File: src/rtl/fpu_fp64_mul_seq.sv
// Request/response sequencer around the combinational FP64 multiplier: issue, settle, capture, fix up, respond.
// Optional build macro FPU_MUL_SPECIAL_EN: classify NaN/Inf/zero operands up front and bypass the multiplier.
module fpu_fp64_mul_seq #(
   parameter int unsigned MUL_LAT = 2
) (
   input  logic        clk,
   input  logic        reset_n,
   input  logic        req_valid,
   output logic        req_ready,
   input  logic [63:0] req_srca,
   input  logic [63:0] req_srcb,
   input  logic [3:0]  req_tag,
   output logic        mul_enable,
   output logic [63:0] mul_srca,
   output logic [63:0] mul_srcb,
   input  logic [63:0] mul_dst,
   output logic        rsp_valid,
   input  logic        rsp_ready,
   output logic [63:0] rsp_dst,
   output logic [3:0]  rsp_tag,
   output logic [3:0]  rsp_flags
);

   // Handshakes: a transfer happens on a rising edge where valid and ready are both high;
   // valid is held until that edge and the payload does not change while valid is high.

   typedef enum logic [1:0] {IDLE, ISSUE, CAPTURE, RESP} state_t;

   state_t      state, state_nxt;
   logic [3:0]  cnt;
   logic        sgnc;
   logic        spc_hit;
   logic        spc_inv;
   logic [63:0] spc_dst;

`ifdef FPU_MUL_SPECIAL_EN
   logic req_sgn;
   logic a_max, b_max, a_zero, b_zero, a_nan, b_nan, a_inf, b_inf;

   assign req_sgn = req_srca[63] ^ req_srcb[63];
   assign a_max   = (req_srca[62:52] == 11'h7FF);
   assign b_max   = (req_srcb[62:52] == 11'h7FF);
   assign a_zero  = (req_srca[62:52] == 11'h000);
   assign b_zero  = (req_srcb[62:52] == 11'h000);
   assign a_nan   = a_max & (|req_srca[51:0]);
   assign b_nan   = b_max & (|req_srcb[51:0]);
   assign a_inf   = a_max & ~(|req_srca[51:0]);
   assign b_inf   = b_max & ~(|req_srcb[51:0]);

   // Denormals count as zero because their fraction is flushed.
   always_comb begin
      spc_hit = 1'b1;
      spc_inv = 1'b0;
      spc_dst = 64'h0;
      if (a_nan | b_nan) begin
         spc_inv = 1'b1;
         spc_dst = 64'h7FF8_0000_0000_0000;
      end else if ((a_inf & b_zero) | (b_inf & a_zero)) begin
         spc_inv = 1'b1;
         spc_dst = 64'h7FF8_0000_0000_0000;
      end else if (a_inf | b_inf) begin
         spc_dst = {req_sgn, 11'h7FF, 52'h0};
      end else if (a_zero | b_zero) begin
         spc_dst = {req_sgn, 63'h0};
      end else begin
         spc_hit = 1'b0;
      end
   end
`else
   assign spc_hit = 1'b0;
   assign spc_inv = 1'b0;
   assign spc_dst = 64'h0;
`endif

   always_ff @(posedge clk) begin
      if (!reset_n) state <= IDLE;
      else          state <= state_nxt;
   end

   always_comb begin
      state_nxt = state;
      case (state)
         IDLE:    if (req_valid) state_nxt = spc_hit ? RESP : ISSUE;
         ISSUE:   if (cnt == 4'd0) state_nxt = CAPTURE;
         CAPTURE: state_nxt = RESP;
         RESP:    if (rsp_ready) state_nxt = IDLE;
         default: state_nxt = IDLE;
      endcase
   end

   always_comb begin
      req_ready  = reset_n & (state == IDLE);
      mul_enable = (state == ISSUE) | (state == CAPTURE);
      rsp_valid  = (state == RESP);
   end

   always_ff @(posedge clk) begin
      if (!reset_n) begin
         cnt       <= 4'd0;
         sgnc      <= 1'b0;
         mul_srca  <= 64'h0;
         mul_srcb  <= 64'h0;
         rsp_dst   <= 64'h0;
         rsp_tag   <= 4'h0;
         rsp_flags <= 4'h0;
      end else begin
         case (state)
            IDLE: begin
               if (req_valid) begin
                  rsp_tag <= req_tag;
                  sgnc    <= req_srca[63] ^ req_srcb[63];
                  if (spc_hit) begin
                     rsp_dst   <= spc_dst;
                     rsp_flags <= {spc_inv, 2'b00, 1'b1};
                  end else begin
                     mul_srca <= req_srca;
                     mul_srcb <= req_srcb;
                     cnt      <= 4'(MUL_LAT - 1);
                  end
               end
            end
            ISSUE: begin
               if (cnt != 4'd0) cnt <= cnt - 4'd1;
            end
            CAPTURE: begin
               // The multiplier returns an unsigned zero on underflow; put the product sign back.
               rsp_dst   <= (mul_dst == 64'h0) ? {sgnc, 63'h0} : mul_dst;
               rsp_flags <= {1'b0, (mul_dst[62:52] == 11'h7FF), (mul_dst == 64'h0), 1'b0};
            end
            default: ;
         endcase
      end
   end

endmodule
File: config.mk
export PLATFORM = sky130hd
export DESIGN_NAME = fpu_fp64_mul_seq
export DESIGN_NICKNAME = d
export VERILOG_FILES = /design/src/rtl/fpu_fp64_mul_seq.sv
export SDC_FILE = /design/constraint.sdc
export NUM_CORES = 1
export LEC_CHECK = 0
export CAP_MARGIN = 20
export CELL_PAD_IN_SITES_DETAIL_PLACEMENT = 0
export CELL_PAD_IN_SITES_GLOBAL_PLACEMENT = 1
export CORE_MARGIN = 8
export CORE_UTILIZATION = 27
export CTS_CLUSTER_SIZE = 12
export DETAILED_ROUTE_END_ITERATION = 6
export PLACE_DENSITY = 0.77
export REMOVE_ABC_BUFFERS = 1
export SYNTH_ARGS = -nofsm -noshare
export SYNTH_HDL_FRONTEND = slang
export SYNTH_SLANG_ARGS = --single-unit
File: constraint.sdc
create_clock -name clk -period 2.3 [get_ports clk]
set_input_delay 0.46 -clock clk [delete_from_list [all_inputs] [get_ports clk]]
set_output_delay 0.46 -clock clk [all_outputs]
set_load 0.01 [all_outputs]
# Yosys cells after proc, flatten, opt, wreduce, memory -nomap -nowiden
# Index checks and enable logic that the tools add are counted.
[classes] mux=8 n_addsub=1 n_reduce_logical=8 n_eq_ne=8 bitwise_logic=3
[op_table] cell="logical NOT 64 bit" count=1
[op_table] cell="2-to-1 mux 64 bit" count=1
[op_table] cell="== test 11 bit (second input constant)" count=1
[op_table] cell="2-to-1 mux 4 bit" count=2
[op_table] cell="case mux 2 bit (4 select lines)" count=1
[op_table] cell="case mux 4 bit (2 select lines)" count=1
[op_table] cell="2-to-1 mux 2 bit" count=3
[op_table] cell="AND reduction 3 bit" count=2
[op_table] cell="== test 2 bit (second input constant)" count=2
[op_table] cell="logical NOT 4 bit" count=1
[op_table] cell="!= test 2 x 1 -> 1 bit (second input constant)" count=2
[op_table] cell="!= test 2 bit (second input constant)" count=2
[op_table] cell="nonzero test 4 bit" count=1
[op_table] cell="subtractor 4 x 1 -> 4 bit (second input constant)" count=1
[op_table] cell="== test 2 x 1 -> 1 bit (second input constant)" count=1
[op_table] cell="logical NOT 2 bit" count=1
[op_table] cell="AND reduction 2 bit" count=1
[op_table] cell="nonzero test 2 bit" count=1
[op_table] cell="AND 1 bit" count=1
[op_table] cell="bitwise OR 1 bit" count=1
[op_table] cell="XOR 1 bit" count=1
[word_totals] regBits=205 in_bits=200 word_cells=36

# Longest topological paths before layout
[depth] depth_word=3 ltp_mapped=8 ltp_nobuf=6

# Worst setup path before layout
# No wires, ideal clock.
[synth_path] path_kind="register to register" from="reg state[0]" to="reg mul_srca[25]" slack_ns=0.681 setup_time_ns=0.071 required_ns=2.229 stages_incl_launch_ff=8 period_less_slack_ns=1.619 t_arrival_ns=1.549 path_cell_list="dfxtp_1 -> inv_1 -> ha_1 -> nand2_1 -> clkbuf_1 -> clkbuf_1 -> nand2_1 -> a21oi_1"
[synth_via] elab_chain_cells=2
[synth_rtl] element="from (decl)" line="29" source="state_t state, state_nxt;"
[synth_rtl] element="from (signal assigned)" line="77" source="else state <= state_nxt;"
[synth_rtl] element="logical NOT 2 bit" line="107" source="case (state)"
[synth_rtl] element="AND reduction 2 bit (no source line)"
[synth_rtl] element="to (signal assigned)" line="116" source="mul_srca <= req_srca;"
[synth_rtl] element="to (decl)" line="14" source="output logic [63:0] mul_srca,"
# Every way passes these cells.
# A chain may end at the register's enable or synchronous reset.

# Final worst setup path
[layout_path] from="reg state[0]" to="out rsp_valid"
[layout_via] elab_chain_cells=1
[layout_rtl] element="== test 2 bit" line="94" source="rsp_valid = (state == RESP);"
[layout_rtl] element="to (decl)" line="17" source="output logic rsp_valid,"
# Every way passes these cells.

==> impl_results.md <==
* CP max-delay cell: clkdlybuf4s50_1
* Status: completed
* Top Usage Layer GRT: met2
* Clk slew on worst S/H paths at approximately 0.060 ns
* Placed Cells at 1630
* Post-CTS setup buffer count at 0
* Post-synth EDFFs at 0
* Met3 Track Usage GR at around 8.4%
* Share of post-route cells with drive strength above 1 at under 10%
* Final Non-Filler Cells at approximately 1700
* Crit. End Element: output port
* Ys async rst share at 0%
* Starting DRC count in detailed routing at 340
* Seq/Total Area, Yosys at between 50% and 60%
* Multiplexer area fraction after synthesis at less than 1%
* Root Buffer Master: clkbuf_16
* Worst path cell trace: ha_1 -> clkdlybuf4s50_1
* Synth Cell Area at approximately 7400 sq um
* Syn Inst Count at ~940
* Area of the core at 26880 sq um
* Initial Utilization at a little over a quarter
* Class of the worst hold path: primary input to flip-flop
* Routed len/inst at 17.60 microns
* # IOs at between 400 and 500
* Number of H-tree levels at 1
* Vias in the first global route at between 7000 and 8000
* Area grow syn2layout at 71.40%
* Synth Flop Type: dfxtp_1
* Pins Over Slew Limit at 0
* Detail Placement HPWL at between 20 and 25 mm
* Max cap viols at 0
* Synth Area in Simple Gates at ~28%
* # clock sinks at 205
* DR vias at ~7600
* Commonest cells after routing, fill and taps aside: clkdlybuf4s50_1 (397), nand2_1 (389), dfxtp_1 (205), a21oi_1 (135), nand3_1 (65)
* Synth warnings at 0
* Detail Route Antenna Nets at 0
* Die Y at about 180 microns
* WL final at 29.47 mm
* Via density per instance at between 4 and 5
* Final Total Pwr at ~13 mW
* Final setup fails at 0
* Max VDD drop at ~0.73 mV
* Setup_tns at 0 ns
* Area share of fa/ha/maj cells after synthesis at under 10%
* Leak at roughly 4.9 nW
* Least-Margin Pin Slew at just over 0.9 ns
* Largest stage delay, worst path at 0.57 ns
* Initial antenna violation count at 0
* Total CTS buffers at 24
* Clk_skew at just over 0.009 ns
* FP Rows at 60
* Distinct cells, synth at 32
* All-Layer GR Usage at around 17%
* Die Area at 32840 sq um
* Global Route met2 Usage at ~28%
* DRC at 0
* Clock latency on the worst-skew pair at 0.51 ns
* GPL Wtd Cong at slightly below 0.9
* Die span in x at between 150 and 200 microns
* Crit-path leading delay family: buffers and inverters
* RSZ-0062 raised after global routing: false
* Compound-Gate Fraction of Synth Area at 10.34%
* Worst Setup Start Kind: flip-flop
* M1 GR Usage at 19.77%
* Port bufs at 400
* First-pass GRT wire length at 45.04 mm
* Gr ovfl total at 0
* CP arrival at roughly 1.7 ns
* Slew HR at between 30 and 40%
* Worst Path Required at roughly 1.8 ns
* Combinational family with the most area after synthesis: simple AND/OR/NAND/NOR gates
* CP max FO at 4
* CTS tree: done
* Power per cell area at 1023 nW/um^2
* Fin crit share at 93.57%
* Commonest non-fill, non-tap cell in the layout: clkdlybuf4s50_1
* Final hold vios at 0
* Pin count of the biggest net entering global routing at ~140
* Peak Freq at 464.7 MHz
* Fin nets at roughly 1500
* Avg Inst Size Synth at ~7.9 sq um
* Critical path class: flip-flop to output port
* First-pass DRT Iterations at 5
* Seq cells post-synth at around 210
* CP Buf/Inv Count at 1
* Min cycle time layout at 2.152 ns
* Ant diodes at 0
* Dpl ws at -0.02312 ns
* Xor/xnor share of the synthesized area at less than 1%
* Setup ws final at 0.1480 ns
* Deepest clock path buffer count at 3
## cell usage after synthesis, types with 2 or more instances
cell,count,area [sq um]
and2_1,2,12.51
buf_4,2,15.01
or4_1,2,15.01
mux2i_1,3,30.03
nor2_1,8,30.03
dfxtp_1,205,4104
a21oi_1,135,675.7
nand3_1,65,325.3
and3_1,2,12.51
o31ai_1,2,15.01
nor4_1,12,75.07
buf_1,7,26.28
inv_1,9,33.78
nor4_2,4,50.05
o21ai_0,2,10.01
nand4_1,7,43.79
ha_1,7,87.58
nand2_1,390,1464
a211oi_1,3,22.52
buf_2,8,40.04
clkbuf_1,51,191.4
## cell families after synthesis
kind of cell,count (synthesis)
AO/OA/AOI/OAI,146
XOR/XNOR,1
adder cells (fa/ha/maj),7
buffers and inverters,77
flip-flops,205
multiplexers,3
other,1
AND/OR/NAND/NOR,497
## worst paths after layout
| check | startpoint | to | slack [ns] | depth (start not counted) |
|---|---|---|---|---|
| max | state[0] | rsp_valid | 0.15 | 2 |
| min reg2reg | rsp_dst[12] | rsp_dst[12] | 0.44 | 2 |
| max reg2reg | state[0] | rsp_dst[56] | 0.33 | 6 |
| min | reset_n | cnt[0] | 0.30 | 2 |
## per-layer routing
layer / wire [microns] / up-vias
met3: 3792 / 35
met5: 0 / -
met1: 11920 / 3462
met2: 13300 / 340
met4: 459 / 0
li1: - / 3804
## through the flow
stage | hold WS, ns | instance area, sq um | util [%]
after floorplan | 0.4475 | 7102 | -
after global placement | 0.4284 | 11760 | 43.74
after detailed placement | 0.4343 | 11760 | 43.74
after CTS | 0.2701 | 12630 | 47.01
after global routing | 0.2976 | 12630 | 47.01
final | 0.3033 | 12630 | 47.01
## worst reg2reg max path: stages (launching register included)
cell and delay [ns]:
dfxtp_1 0.40, inv_2 0.09, ha_2 0.21, nor2_4 0.71, buf_4 0.36, nand2_1 0.08, nand2_1 0.06
## cell type report
type	instances	area (sq um)
repair buffers	419	4202
well taps	341	426.7
clock inverters	9	145.1
multi-input cells	656	2997
flip-flops and latches	205	4104
fillers	2597	14240
inverters	9	36.28
clock buffers	35	723.2
## sequential cells by signal, indices dropped and copies added, names as in the netlist
register and cells:
cnt 4, mul_srca 64, mul_srcb 64, rsp_dst 64, rsp_flags 2, rsp_tag 4, sgnc 1, state 2
## power breakdown
| group | switching (mW) | internal (mW) | total [mW] |
|---|---|---|---|
| clock network | 1.49 | 2.62 | 4.11 |
| registers | 0.314 | 4.19 | 4.51 |
| logic | 2.30 | 2.01 | 4.31 |
## what timing repair did
action                                  in CTS  in global routing
hold buffers                                 0                  0
endpoints found under the setup margin       2                  0
hold endpoints to repair                     0                  0
resized for setup                            5                  0
Note: power is estimated with default switching activity, not from simulation.
